[src/rtl/command_sequencer.sv]
// Frame parser for the UART image pipeline: header/command decode, payload skid FIFO
// into the JPEG decoder, then filter and transmit handshakes.
module command_sequencer #(
  parameter logic [15:0] HEADER         = 16'hCDBA,
  parameter logic [7:0]  CMD_TAIL       = 8'hA0,
  parameter int unsigned TIMEOUT_CYCLES = 100000,
  parameter int unsigned FIFO_DEPTH     = 4
) (
  input  logic       clk,
  input  logic       rst,
  input  logic [7:0] rx_data,
  input  logic       rx_valid,
  output logic [7:0] dec_data,
  output logic       dec_valid,
  input  logic       dec_ready,
  input  logic       dec_done,
  output logic       flt_start,
  output logic [2:0] flt_mode,
  input  logic       flt_done,
  output logic       tx_start,
  output logic       tx_hist,
  input  logic       tx_done,
  output logic       busy,
  output logic       error
);

  localparam int unsigned AW = $clog2(FIFO_DEPTH);
  localparam int unsigned CW = AW + 1;
  localparam int unsigned TW = $clog2(TIMEOUT_CYCLES + 1);

  typedef enum logic [2:0] {HDR0, HDR1, CMD0, CMD1, LOAD, FILT, SEND} state_t;

  state_t          state;
  logic [TW-1:0]   idle_cnt;
  logic [7:0]      mem [FIFO_DEPTH];
  logic [AW-1:0]   wr_ptr;
  logic [AW-1:0]   rd_ptr;
  logic [CW-1:0]   fifo_cnt;

  logic hdr_hi, hdr_lo, cmd_ok, tail_ok, timeout;
  logic push, pop, full, wr_en, overflow, flush;

  assign hdr_hi  = (rx_data == HEADER[15:8]);
  assign hdr_lo  = (rx_data == HEADER[7:0]);
  assign cmd_ok  = (rx_data[7:4] >= 4'd1) && (rx_data[7:4] <= 4'd6) && (rx_data[3:0] == 4'd0);
  assign tail_ok = (rx_data == CMD_TAIL);
  assign timeout = (idle_cnt == TW'(TIMEOUT_CYCLES - 1));

  // FIFO control: a push into a full FIFO survives only if the head leaves the same cycle
  assign push     = (state == LOAD) && rx_valid;
  assign pop      = dec_valid && dec_ready;
  assign full     = (fifo_cnt == CW'(FIFO_DEPTH));
  assign wr_en    = push && (!full || pop);
  assign overflow = push && full && !pop;
  assign flush    = ((state == LOAD) && dec_done) || ((state == CMD1) && rx_valid && tail_ok);

  assign dec_valid = (fifo_cnt != '0);
  assign dec_data  = mem[rd_ptr];

  always_ff @(posedge clk) begin
    if (wr_en) mem[wr_ptr] <= rx_data;
  end

  always_ff @(posedge clk or negedge rst) begin
    if (!rst) begin
      wr_ptr   <= '0;
      rd_ptr   <= '0;
      fifo_cnt <= '0;
    end else if (flush) begin
      wr_ptr   <= '0;
      rd_ptr   <= '0;
      fifo_cnt <= '0;
    end else begin
      if (wr_en) wr_ptr <= wr_ptr + AW'(1);
      if (pop)   rd_ptr <= rd_ptr + AW'(1);
      fifo_cnt <= fifo_cnt + CW'(wr_en) - CW'(pop);
    end
  end

  always_ff @(posedge clk or negedge rst) begin
    if (!rst) begin
      state     <= HDR0;
      idle_cnt  <= '0;
      busy      <= 1'b0;
      error     <= 1'b0;
      flt_start <= 1'b0;
      flt_mode  <= 3'd0;
      tx_start  <= 1'b0;
      tx_hist   <= 1'b0;
    end else begin
      error     <= 1'b0;
      flt_start <= 1'b0;
      tx_start  <= 1'b0;
      case (state)
        HDR0: begin
          idle_cnt <= '0;
          if (rx_valid && hdr_hi) begin
            state <= HDR1;
            busy  <= 1'b1;
          end
        end
        HDR1, CMD0, CMD1: begin
          if (rx_valid) begin
            idle_cnt <= '0;
            case (state)
              HDR1: begin
                if (hdr_lo) state <= CMD0;
                else if (!hdr_hi) begin
                  state <= HDR0;
                  busy  <= 1'b0;
                end
              end
              CMD0: begin
                if (cmd_ok) begin
                  flt_mode <= rx_data[6:4];
                  state    <= CMD1;
                end else begin
                  error <= 1'b1;
                  state <= HDR0;
                  busy  <= 1'b0;
                end
              end
              CMD1: begin
                if (tail_ok) state <= LOAD;
                else begin
                  error    <= 1'b1;
                  state    <= HDR0;
                  busy     <= 1'b0;
                  flt_mode <= 3'd0;
                end
              end
              default: ;
            endcase
          end else if (timeout) begin
            idle_cnt <= '0;
            error    <= 1'b1;
            state    <= HDR0;
            busy     <= 1'b0;
            flt_mode <= 3'd0;
          end else begin
            idle_cnt <= idle_cnt + TW'(1);
          end
        end
        LOAD: begin
          if (dec_done) begin
            flt_start <= 1'b1;
            state     <= FILT;
          end else if (overflow) begin
            error <= 1'b1;
          end
        end
        FILT: begin
          if (flt_done) begin
            tx_start <= 1'b1;
            tx_hist  <= (flt_mode == 3'd4);
            state    <= SEND;
          end
        end
        SEND: begin
          if (tx_done) begin
            state    <= HDR0;
            busy     <= 1'b0;
            flt_mode <= 3'd0;
            tx_hist  <= 1'b0;
          end
        end
        default: begin
          state <= HDR0;
          busy  <= 1'b0;
        end
      endcase
    end
  end

endmodule
[config.mk]
export PLATFORM = sky130hd
export DESIGN_NAME = command_sequencer
export DESIGN_NICKNAME = d
export VERILOG_FILES = /design/src/rtl/command_sequencer.sv
export SDC_FILE = /design/constraint.sdc
export NUM_CORES = 1
export LEC_CHECK = 0
export BUFFER_PORTS_ARGS = -buffer_cell sky130_fd_sc_hd__buf_2
export CORE_AREA = 2 2 119 121
export DETAILED_ROUTE_END_ITERATION = 10
export DIE_AREA = 0 0 121 123
export GPL_TIMING_DRIVEN = 0
export PLACE_DENSITY_LB_ADDON = 0.3
export SLEW_MARGIN = 10
export SYNTH_ARGS = -nofsm -noshare
export SYNTH_HDL_FRONTEND = slang
export SYNTH_SLANG_ARGS = --single-unit
[constraint.sdc]
create_clock -name clk -period 3.75 [get_ports clk]
set_input_delay 0.1875 -clock clk [delete_from_list [all_inputs] [get_ports clk]]
set_output_delay 0.1875 -clock clk [all_outputs]
set_load 0.02 [all_outputs]
After elaboration in Yosys (flattened, before gate mapping)
Memory sizes are Yosys's and may differ from the RTL's.
Cells that the tools add are included.
W data, S select, Z words.
Word-level totals
  flip-flop bits (word level): 35
  bits in writable memories: 32
  input bits: 15
  bits in latches: 0
  ROM bits: 0
  memories kept: 1
  logic and storage cells: 125
Memories
  mem: depth 4, bits a word 8, read ports 1, clocked after memory_dff 0, wr ports 1, RTL line 35  | logic [7:0] mem [FIFO_DEPTH];
Operators by class
  muxes and demuxes: 51
  add/subtract/negate cells: 5
  divide/modulo/power cells: 0
  bitwise gates (word level): 1
  reduce and logical (&&, ||, !) cells: 29
  order comparisons: 2
  $mul: 0
  equal/unequal tests: 25
  shift operators: 0
Operator list (number)
  $mux W3: 13
  $mux W17: 2
  $pmux W17 S2: 1
  $eq A8 B8 Y1 const B: 3
  $ne A4 B4 Y1 const B: 6
  $mux W1: 21
  $add A17 B1 Y17 const B: 1
  $eq A17 B17 Y1 const B: 1
  $eq A3 B3 Y1 const B: 5
  $pmux W3 S5: 1
  $pmux W3 S2: 2
  $logic_and A1 B1 Y1: 11
  $mux W2: 5
  $ne A5 B5 Y1 const B: 2
  $reduce_bool A2 Y1: 5
  $pmux W3 S3: 1
  $reduce_and A9 Y1: 1
  $ne A2 B2 Y1 const B: 4
  $reduce_and A7 Y1: 1
  $eq A3 B2 Y1 const B: 2
  $pmux W1 S2: 3
  $reduce_and A6 Y1: 1
  $add A2 B1 Y2 const B: 2
  $ge A4 B1 Y1 const B: 1
  16 further kinds: 18

Longest topological paths before layout
  depth in word-level cells: 7
  gate-level depth with buffers: 13
  mapped depth without buffers: 12

Worst setup path before layout
Ideal clock, no wire load.
  kind: register to register
  start: register fifo_cnt[1]
  end: register fifo_cnt[2]
  arrival: 2550 ps
  stages on the path, launching flop included: 13
  required time: 3614 ps
  path slack: 1065 ps
  clock period less this slack: 2685 ps
  setup time: 136 ps
  cell sequence: dfrtp_1 -> or4b_2 -> nor2b_1 -> clkbuf_1 -> inv_1 -> ha_1 -> inv_1 -> ha_1 -> inv_1 -> fa_1 -> xor2_1 -> xnor2_1 -> nor2_1
On the way
  cells in the longest elaborated chain, start to end: 7
  elaborated cells between the ends (all ways): 9
  those cells by class: add/sub (2); eq/ne (1); mux (1); reduce/logical (5)
RTL lines
  start: declaration: RTL line 38  | logic [CW-1:0] fifo_cnt;
  start signal: assignment: RTL line 76  | fifo_cnt <= fifo_cnt + CW'(wr_en) - CW'(pop);
  $eq A3 B3 Y1 / $reduce_bool A3 Y1 (equally long branches): RTL line 52, 57
  $logic_not A1 Y1 / $logic_and A1 B1 Y1 (equally long branches): RTL line 53, 51
  $logic_or A1 B1 Y1: RTL line 53  | assign wr_en = push && (!full || pop);
  $logic_and A1 B1 Y1: RTL line 53
  $add A3 B1 Y3: RTL line 76
  $sub A3 B1 Y3 *: RTL line 76
  $mux W3 *: RTL line 69  | end else if (flush) begin
Mark *: on every way between the ends. The rest lies on a longest branch, timed or not.
A chain may end at the register's enable or synchronous reset.

Worst setup path in the final report
  start: register state[2]
  end: register fifo_cnt[2]
On the way
  cells in the longest elaborated chain, start to end: 6
  elaborated cells between the ends (all ways): 11
  those cells by class: add/sub (2); eq/ne (2); mux (1); reduce/logical (6)
RTL lines
  start: declaration: RTL line 33  | state_t state;
  start signal: assignment: RTL line 82  | state <= HDR0;
  start signal: assignment: RTL line 98  | state <= HDR1;
  start signal: assignment: RTL line 107  | if (hdr_lo) state <= CMD0;
  $eq A3 B3 Y1: RTL line 50, 55
  $logic_and A1 B1 Y1: RTL line 50  | assign push = (state == LOAD) && rx_valid;
  $logic_and A1 B1 Y1: RTL line 53
  $add A3 B1 Y3: RTL line 76
  $sub A3 B1 Y3: RTL line 76
  $mux W3 *: RTL line 69
Marks and branches as above.

==> summary.txt <==
Outcome
  • Status: complete, no violations

Logic synthesis
  • Ys flop type: dfrtp_1
  • Synth unique cells: 55
  • Sequential-to-total area share from yosys stat: 55.0%
  • Syn_nets: slightly above 300
  • EDFF count, synth: 32
  • Synthesized area: roughly 3300 sq um
  • #FFs+latches synth: between 60 and 70
  • Synth async-reset ratio: 52.2%
  • Cells after Synth: 280
  • Ys Warns: 0
  • Synthesized area per cell: between 10 and 15 sq um

STA
  • Pin slew with the least headroom to its limit: between 800 and 900 ps
  • Max frequency: 349 MHz
  • Min Tclk post-route: 2870 ps
  • Fin crit share: 76.4%
  • Fin. Hold Viols: 0
  • Count of final setup violators: 0
  • Setup TNS: 0 ps
  • Worst Clk Skew: 3.61 ps
  • Fin. max-slew vios: 0
  • Relative slew slack: a little under half
  • Unrepaired setup endpoints after global routing: false

Flow run
  • Max Cap Viol: 0

Route
  • DR WL/cell: between 10 and 15 microns
  • Detail Route Antenna Nets: 0
  • Vias per inst: approximately 4.5
  • DRC Markers: 0
  • DR iter-0 viols: 114
  • DR pass1 iterations: 5
  • Vias after detailed routing: 2263
  • Final wirelength: around 7100 microns

Floorplanning
  • Core area: 13600 sq um
  • Initial Util: 24.5%
  • Height of the die: 123 microns
  • Die Wd: 121 microns
  • Area of the die: 14900 sq um
  • Row count: 43
  • Boundary pin count: 32

Clock tree
  • Post-CTS setup buffers: 0
  • CTS tree: yes
  • CTS Root Cell: clkbuf_16
  • CTS Buf Count: 9
  • Clk pin slew, worst setup/hold paths: 60 ps
  • Clk buf depth: 2
  • Post-CTS Resized: 0
  • H-tree depth: 3
  • Worst-Skew Late Latency: 330 ps
  • Clk sinks: 67

Placement
  • Port-buffer cells: 30
  • GP Congestion: 0.812
  • Final HPWL DP: 5060 microns
  • Placed Area: around 3700 sq um

Setup path
  • Crit end category: flip-flop
  • Crit-path cells: clkbuf_1 -> nand3_1 -> nor2b_1 -> clkbuf_1 -> inv_1 -> ha_1 -> inv_1 -> ha_1 -> inv_1 -> fa_1 -> xor2_1 -> xnor2_1 -> nor2_1
  • Critical path's slowest cell: dfrtp_1
  • CP max stage delay: 430 ps
  • Arrival time worst endpoint: 3060 ps
  • Setup Crit Path Kind: flip-flop to flip-flop
  • Worst-path fanout max: 10
  • Nature of the critical path startpoint: flip-flop
  • CP required: approximately 4000 ps
  • Critical path's most frequent cell: inv_1

Layout
  • Layout area overhead: 20.6%
  • Finished Cell Area: 4020 sq um
  • Most frequent cells in the layout: dfrtp_1, buf_2, edfxtp_1
  • # nets final: approximately 350
  • # diodes: 0
  • Layout cell share with drive strength beyond 1: around a fifth
  • Final Util: 29.6%
  • Commonest non-fill, non-tap cell in the layout: dfrtp_1

Power
  • Sequential Power Share: approximately two fifths
  • Switching share of power: roughly 28%
  • Cell Int Power: between 1.5 and 2 mW
  • Lkg Pwr: 1.56 nW
  • Sw Pwr: 0.571 mW
  • VDD IR max: ~170 uV
  • Comb pwr share: 19.3%
  • Pwr Total: between 2 and 2.5 mW
  • Clock network power share: 40.7%
  • PwrDens: 515 nW/um^2

GRT
  • First-pass GRT wire length: about 12000 microns
  • Largest net degree at the start of global routing: 36
  • Initial antenna violation count: 0
  • Tot GR Track Use: 10.3%
  • Vias in the first global route: 2262
  • Grt total ovfl: 0

Hold path
  • Type of the worst min-delay path: input port to flip-flop
-- stage by stage --
step	worst slack (ps)	hold slack, ps	std cells
finish	884	145	507
global route	555	148	507
CTS	857	127	507
detailed placement	889	340	490
global placement	867	325	490
floorplan	1060	-108	280
-- worst paths after layout --
kind	start	to	slack [ps]	cells past startpoint
max in group asynchronous	rst	flt_mode[2]	2730	2
worst max-delay path	state[2]	fifo_cnt[2]	880	13
worst max register to register	state[2]	fifo_cnt[2]	880	13
worst min-delay path	rx_data[0]	mem[0][0]	140	1
worst min register to register	flt_mode[2]	flt_mode[2]	550	2
min in group asynchronous	rst	idle_cnt[16]	500	2
-- power groups by stage --
stage               combinational (mW)  sequential (mW)  clock, mW
finish                           0.401            0.829      0.844
global route                     0.449            0.833      0.905
CTS                              0.411            0.829      0.867
detailed placement               0.409            0.842          0
global placement                 0.404            0.841          0
floorplan                        0.293            0.844          0
-- per-layer routing --
metal	vias up	global-route usage (%)	share of wire [%]
li1	1117	-	-
met3	10	2.72	4.2
met2	49	16.7	46
met5	-	0	0
met4	0	4.07	1.5
met1	1087	13.0	48
-- what timing repair did --
item                       CTS  global route
hold endpoints to repair    35             0
setup endpoints to repair    0             0
hold buffers                 1             0
-- logic make-up after synthesis --
group | count (synthesis) | share of synthesized area, %
adders and majority gates | 8 | 3.22
muxes | 18 | 8.47
xor gates and xnor gates | 14 | 3.67
and+or+nand+nor | 108 | 18.6
AOI/OAI and AO/OA | 44 | 8.55
DFF | 67 | 55.0
buffers and inverters | 21 | 2.47
-- worst max-delay path, delay by kind of cell (launching register included) --
kind,cells,cell delay (ps)
fa+ha+maj,3,760
simple gates,3,370
flops,1,430
xor+xnor,2,310
buf+inv,5,860
-- cells in the mapped netlist (all sizes together), types with 7 or more instances --
master,n,share of area (%)
and3,7,1.3
ha,7,2.6
xor2,8,2.1
inv,11,1.2
mux4,8,5.4
nor2,24,2.7
o21ai,13,1.9
nand3,12,1.8
mux2i,8,2.4
edfxtp,32,29
dfrtp,35,26
nand2,21,2.4
a21oi,9,1.5
-- flip-flops by register name, indices dropped and copies added (netlist names) --
name	cells
busy	1
error	1
fifo_cnt	3
flt_mode	3
flt_start	1
idle_cnt	17
mem	32
rd_ptr	2
state	3
tx_hist	1
tx_start	1
wr_ptr	2
-- area by class of cell --
class	instances	area, sq um
multi-input cells	192	1420
well taps	180	225
plain buffers	10	41.3
flip-flops and latches	67	1840
clock inverters	7	76.3
clock buffers	9	225
fillers	1384	9590
repair buffers	31	160
inverters	11	41.3
Note: power is estimated with default switching activity, not from simulation.
